--- src/rtl/sync_fifo_if.sv ---
// Handshake bundle for sync_fifo: write port, FWFT read port and status.
// Status signals are only live when the FIFO is built with SYNC_FIFO_STAT_EN.
interface sync_fifo_if #(
  parameter int unsigned DATA_W = 8,
  parameter int unsigned ADDR_W = 4
);
  logic              clr;
  logic [DATA_W-1:0] din;
  logic              din_dv;
  logic              full;
  logic [DATA_W-1:0] dout;
  logic              dout_dv;
  logic              dout_rd;
  logic [ADDR_W:0]   level;
  logic              afull;
  logic              overflow;
  logic              underflow;

  modport master (
    output clr, din, din_dv, dout_rd,
    input  full, dout, dout_dv, level, afull, overflow, underflow
  );

  modport slave (
    input  clr, din, din_dv, dout_rd,
    output full, dout, dout_dv, level, afull, overflow, underflow
  );
endinterface

--- src/rtl/sync_fifo.sv ---
// Single-clock first-word-fall-through FIFO, 2^ADDR_W x DATA_W, with synchronous flush.
// Define SYNC_FIFO_STAT_EN to build the level/afull/overflow/underflow status logic.
module sync_fifo #(
  parameter int unsigned DATA_W    = 8,
  parameter int unsigned ADDR_W    = 4,
  parameter int unsigned AFULL_THR = 12
) (
  input  logic           clk,
  input  logic           rst_n,
  sync_fifo_if.slave     bus
);
  localparam int unsigned DEPTH = 1 << ADDR_W;
  localparam int unsigned PTR_W = ADDR_W + 1;

  logic [DATA_W-1:0] mem_q [DEPTH];
  logic [PTR_W-1:0]  wr_ptr_q, wr_ptr_d;
  logic [PTR_W-1:0]  rd_ptr_q, rd_ptr_d;
  logic              full_q, full_d;
  logic              dv_q, dv_d;
  logic              wr_en, rd_en;

  // Accept decisions use registered full/valid so nothing combinational reaches outputs.
  always_comb begin
    wr_en    = bus.din_dv  && !full_q && !bus.clr;
    rd_en    = bus.dout_rd &&  dv_q   && !bus.clr;
    wr_ptr_d = wr_ptr_q;
    rd_ptr_d = rd_ptr_q;
    if (bus.clr) begin
      wr_ptr_d = '0;
      rd_ptr_d = '0;
    end else begin
      if (wr_en) wr_ptr_d = wr_ptr_q + PTR_W'(1);
      if (rd_en) rd_ptr_d = rd_ptr_q + PTR_W'(1);
    end
    full_d = (wr_ptr_d[ADDR_W-1:0] == rd_ptr_d[ADDR_W-1:0]) &&
             (wr_ptr_d[ADDR_W] != rd_ptr_d[ADDR_W]);
    dv_d   = (wr_ptr_d != rd_ptr_d);
  end

  always_ff @(posedge clk or negedge rst_n) begin
    if (!rst_n) begin
      wr_ptr_q <= '0;
      rd_ptr_q <= '0;
      full_q   <= 1'b0;
      dv_q     <= 1'b0;
    end else begin
      wr_ptr_q <= wr_ptr_d;
      rd_ptr_q <= rd_ptr_d;
      full_q   <= full_d;
      dv_q     <= dv_d;
    end
  end

  // Storage is deliberately not reset or flushed; pointers alone define contents.
  always_ff @(posedge clk) begin
    if (wr_en) mem_q[wr_ptr_q[ADDR_W-1:0]] <= bus.din;
  end

  assign bus.full    = full_q;
  assign bus.dout_dv = dv_q;
  assign bus.dout    = mem_q[rd_ptr_q[ADDR_W-1:0]];

`ifdef SYNC_FIFO_STAT_EN
  logic [PTR_W-1:0] level_q, level_d;
  logic             afull_q, afull_d;
  logic             ovf_q, ovf_d;
  logic             udf_q, udf_d;

  always_comb begin
    level_d = wr_ptr_d - rd_ptr_d;
    afull_d = (level_d >= PTR_W'(AFULL_THR));
    ovf_d   = ovf_q;
    udf_d   = udf_q;
    if (bus.clr) begin
      ovf_d = 1'b0;
      udf_d = 1'b0;
    end else begin
      if (bus.din_dv  &&  full_q) ovf_d = 1'b1;
      if (bus.dout_rd && !dv_q)   udf_d = 1'b1;
    end
  end

  always_ff @(posedge clk or negedge rst_n) begin
    if (!rst_n) begin
      level_q <= '0;
      afull_q <= 1'b0;
      ovf_q   <= 1'b0;
      udf_q   <= 1'b0;
    end else begin
      level_q <= level_d;
      afull_q <= afull_d;
      ovf_q   <= ovf_d;
      udf_q   <= udf_d;
    end
  end

  assign bus.level     = level_q;
  assign bus.afull     = afull_q;
  assign bus.overflow  = ovf_q;
  assign bus.underflow = udf_q;
`else
  assign bus.level     = '0;
  assign bus.afull     = 1'b0;
  assign bus.overflow  = 1'b0;
  assign bus.underflow = 1'b0;
`endif
endmodule

--- src/flat_wrapper.sv ---
// flat-port wrapper written by rule: the top's interface ports become plain ports
module sync_fifo_flat 
#(
  parameter int unsigned DATA_W    = 8,
  parameter int unsigned ADDR_W    = 4,
  parameter int unsigned AFULL_THR = 12
)
  (clk, rst_n, bus_clr, bus_din, bus_din_dv, bus_dout_rd, bus_full, bus_dout, bus_dout_dv, bus_level, bus_afull, bus_overflow, bus_underflow);
  sync_fifo_if #(.DATA_W(DATA_W), .ADDR_W(ADDR_W)) bus_i ();
  input  logic clk;
  input  logic rst_n;
  input wire logic [$bits(bus_i.clr)-1:0] bus_clr;
  input wire logic [$bits(bus_i.din)-1:0] bus_din;
  input wire logic [$bits(bus_i.din_dv)-1:0] bus_din_dv;
  input wire logic [$bits(bus_i.dout_rd)-1:0] bus_dout_rd;
  output wire logic [$bits(bus_i.full)-1:0] bus_full;
  output wire logic [$bits(bus_i.dout)-1:0] bus_dout;
  output wire logic [$bits(bus_i.dout_dv)-1:0] bus_dout_dv;
  output wire logic [$bits(bus_i.level)-1:0] bus_level;
  output wire logic [$bits(bus_i.afull)-1:0] bus_afull;
  output wire logic [$bits(bus_i.overflow)-1:0] bus_overflow;
  output wire logic [$bits(bus_i.underflow)-1:0] bus_underflow;
  assign bus_i.clr = bus_clr;
  assign bus_i.din = bus_din;
  assign bus_i.din_dv = bus_din_dv;
  assign bus_i.dout_rd = bus_dout_rd;
  assign bus_full = bus_i.full;
  assign bus_dout = bus_i.dout;
  assign bus_dout_dv = bus_i.dout_dv;
  assign bus_level = bus_i.level;
  assign bus_afull = bus_i.afull;
  assign bus_overflow = bus_i.overflow;
  assign bus_underflow = bus_i.underflow;
  sync_fifo #(.DATA_W(DATA_W), .ADDR_W(ADDR_W), .AFULL_THR(AFULL_THR)) u_core (.clk(clk), .rst_n(rst_n), .bus(bus_i));
endmodule
--- config.mk ---
export PLATFORM = sky130hd
export DESIGN_NAME = sync_fifo_flat
export DESIGN_NICKNAME = d
export VERILOG_FILES = /design/src/rtl/sync_fifo_if.sv /design/src/rtl/sync_fifo.sv /design/src/flat_wrapper.sv
export SDC_FILE = /design/constraint.sdc
export NUM_CORES = 1
export LEC_CHECK = 0
export BUFFER_PORTS_ARGS = -buffer_cell sky130_fd_sc_hd__buf_4
export CAP_MARGIN = 15
export CELL_PAD_IN_SITES_DETAIL_PLACEMENT = 0
export CELL_PAD_IN_SITES_GLOBAL_PLACEMENT = 1
export CORE_ASPECT_RATIO = 1.2
export CORE_UTILIZATION = 40
export DETAILED_ROUTE_END_ITERATION = 8
export PLACE_DENSITY = 0.72
export SYNTH_ARGS = -nofsm -noshare
export SYNTH_HDL_FRONTEND = slang
export SYNTH_SLANG_ARGS = --single-unit
--- constraint.sdc ---
create_clock -name clk -period 2.45 [get_ports clk]
set_clock_uncertainty 0.05 [all_clocks]
set_input_delay 0.49 -clock clk [delete_from_list [all_inputs] [get_ports clk]]
set_output_delay 0.49 -clock clk [all_outputs]
set_load 0.005 [all_outputs]
==> results.json <==
{
  "grtUsageMet3_pct": 3.69,
  "synth_area_per_cell_um2": 18.4,
  "status": "finished with violations",
  "fin_nets": 396,
  "r2r-start": "u_core.rd_ptr_q[2]",
  "cp.required_ns": 1.91,
  "leakagePower_nw": 2.43,
  "portBuffers": 22,
  "rows": 47,
  "ff_latch_area_um2": 4150,
  "syn_inst": 311,
  "drv_slew": 0,
  "drc_errors": 5,
  "max_freq_ghz": 0.373,
  "finalCriticalPeriod_ns": 2.68,
  "grt_pass1_vias": 3118,
  "yosysWarnings": 0,
  "hold_viol_final": 0,
  "h-tree-depth": 4,
  "gp_congestion": 0.727,
  "ioPinCount": 31,
  "area.growth.synth_to_final_pct": 24.9,
  "antenna_found_initial": 0,
  "postRouteAntennaNets": 0,
  "setup_slack_ns": -0.228,
  "powerDensity_nw_per_um2": 839,
  "violations": "design-rule violations, negative setup slack",
  "hp-class": "in2reg",
  "max_slew_margin_pct": 59.2,
  "drv_cap": 0,
  "ys_ff_latch": 140,
  "path_max_fanout": 5,
  "placed_area_um2": 6280,
  "r2r_cells": 6,
  "finalWirelength_um": 11800,
  "path_class": "reg2out",
  "grt-ovfl-total": 0,
  "start_util_pct": 41.3,
  "ctsLongestPathBuffers": 2,
  "vias_per_cell": 5.45,
  "startpoint_type": "flop",
  "final_area_um2": 7160,
  "clkTransAtPathRegs_ns": 0.06,
  "synth.area.top_cells": "edfxtp_1 (67%), mux4_2 (13%), dfrtp_1 (5.2%)",
  "place_hpwl_um": 7490,
  "grt_pass1_wl_um": 18100,
  "grt_util_all_layers_pct": 16.9,
  "worst_slew_pin_slew_ns": 0.611,
  "initialDrtViolationCount": 160,
  "yosys.area.top_type": "edfxtp_1",
  "synthesis.area_um2": 5730,
  "tritoncts": "built",
  "worstSkewPairLatency_ns": 0.41,
  "arrival_ns": 2.14,
  "grt.busiest_layer": "met2",
  "numClockSinks": 140,
  "drive_above_1_share_pct": 35.3,
  "multi_input_area_um2": 1540,
  "fin_crit_sh_pct": 109,
  "grt_use_met2_pct": 28.4,
  "die_h_um": 133,
  "setup_viol": 8,
  "grt_max_degree": 20,
  "synthDistinctLibCells": 34,
  "rsz0062_at_grt": "true",
  "whs_ns": 0.318,
  "synth_top_area_share_pct": 67.0,
  "num_vias": 3062,
  "avgRoutedWirePerCell_um": 21.1,
  "rrSetupSlack_ns": 0.12,
  "peakVddDrop_mv": 0.365,
  "crit_start": "u_core.rd_ptr_q[0]",
  "die-area_um2": 14800,
  "antennaDiodeCount": 0,
  "nFillCells": 1084,
  "reg2reg_to": "u_core.bus.dout_dv",
  "fp.coreArea_um2": 13900,
  "root_buffer": "clkbuf_16",
  "cp-endpoint": "bus_dout[4]",
  "grt_util_met1_pct": 21.1,
  "yosysSeqAreaShare_pct": 72.3,
  "drt_pass1_iterations": 6,
  "cts_buffers": 17,
  "chipWidth_um": 111,
  "end_kind": "primary output"
}
## stage by stage
stage	setup slack [ns]	TNS (ns)	total power [mW]	util, %	std cells
finish	-0.228	-1.62	6.01	51.6	562
floorplan	0.0947	0	2.92	-	318
global placement	0.159	0	3.06	45.2	520
CTS	-0.214	-1.62	6.04	51.4	562
detailed placement	0.147	0	3.06	45.2	520
global route	-0.315	-2.32	6.18	51.6	562
## cells in the mapped netlist (all sizes together)
master / n
or2: 1
clkbuf: 9
nand2: 11
a22oi: 1
o21ai: 4
edfxtp: 128
inv: 2
conb: 1
nand3: 4
o2bb2ai: 1
nand3b: 2
mux4: 32
and4: 1
or3b: 1
ha: 5
nor4b: 1
a211oi: 8
mux2i: 9
nor3: 6
a21oi: 13
or3: 3
a41oi: 1
xor2: 4
xnor2: 7
nand2b: 2
nor2b: 10
dfrtp: 12
buf: 15
nor2: 17
## routing by layer
layer	share of wire, %	up-vias
met3	4.6	21
met5	0	-
met2	53	95
met4	1.9	0
li1	-	1351
met1	41	1595
## layout make-up
type,instances,share of cell area [%]
tap,171,2.99
clock buffer,18,5.99
multi-input combinational,152,21.4
inverter,2,0.105
clock inverter,14,3.46
timing repair buffer,65,8.16
sequential,140,57.9
## worst max-delay path, cell delays in order (launching register included)
cell	delay, ns
dfrtp_2	0.42
buf_12	0.14
buf_12	0.12
mux4_2	0.52
nor2b_1	0.16
a211oi_2	0.17
a21oi_1	0.06
buf_4	0.14
## layout by cell type (no fill, tap or decap), drive strengths merged
cell type / synthesis / layout
xnor2: 7 / 7
a21oi: 13 / 13
nand3b: 2 / 2
a211oi: 8 / 8
nor3: 6 / 6
buf: 15 / 63
nand3: 4 / 4
nor4b: 1 / 1
conb: 1 / 8
nand2b: 2 / 2
dlygate4sd3: 0 / 1
inv: 2 / 2
ha: 5 / 5
bufinv: 0 / 7
xor2: 4 / 4
clkbuf: 9 / 19
o21ai: 4 / 4
mux2i: 9 / 9
and4: 1 / 1
edfxtp: 128 / 128
nor2b: 10 / 10
nand2: 11 / 11
or3b: 1 / 1
a22oi: 1 / 1
clkinv: 0 / 6
dfrtp: 12 / 12
or2: 1 / 1
clkinvlp: 0 / 1
a41oi: 1 / 1
o2bb2ai: 1 / 1
nor2: 17 / 17
mux4: 32 / 32
or3: 3 / 3
## registers in the layout, indices dropped and copies added, names as in the netlist
name / flops
u_core.wr_ptr_q: 5
u_core.bus.dout_dv: 1
u_core.rd_ptr_q: 5
u_core.bus.full: 1
u_core.mem_q: 128
## power breakdown
part	leakage (nW)	switching (mW)	internal, mW	total [mW]
clock network	0.326	0.921	2.00	2.92
logic	0.790	0.196	0.252	0.449
registers	1.32	0.0164	2.63	2.65
## how the worst min path moves through the flow
stage	startpoint	endpoint	slack, ns	depth (start not counted)
floorplan	rst_n	u_core.bus.dout_dv	0.14	0
global placement	rst_n	u_core.rd_ptr_q[4]	0.30	1
detailed placement	rst_n	u_core.rd_ptr_q[4]	0.30	1
CTS	bus_dout_rd	u_core.rd_ptr_q[1]	0.30	3
global route	bus_dout_rd	u_core.rd_ptr_q[1]	0.31	3
finish	bus_dout_rd	u_core.rd_ptr_q[1]	0.32	3
## repair_timing
item / in CTS / in global routing
pin swaps: 9 / 5
hold buffers: 1 / 0
hold endpoints to repair: 12 / 0
cloned: 1 / 1
setup endpoints to repair: 8 / 8
buffers inserted: 8 / 0
resized for setup: 15 / 7
## logic make-up (layout without fill, tap and decap cells)
kind of cell / Yosys count / in the layout / share of synthesized area, %
flops: 140 / 140 / 72.3
simple gates: 59 / 59 / 5.30
mux: 41 / 41 / 14.1
compound gates: 28 / 28 / 2.97
buf+inv: 26 / 99 / 2.49
xor+xnor: 11 / 11 / 1.68
fa+ha+maj: 5 / 5 / 1.09
other cells: 1 / 8 / 0.0654
Power figures use the tool's default switching activity.
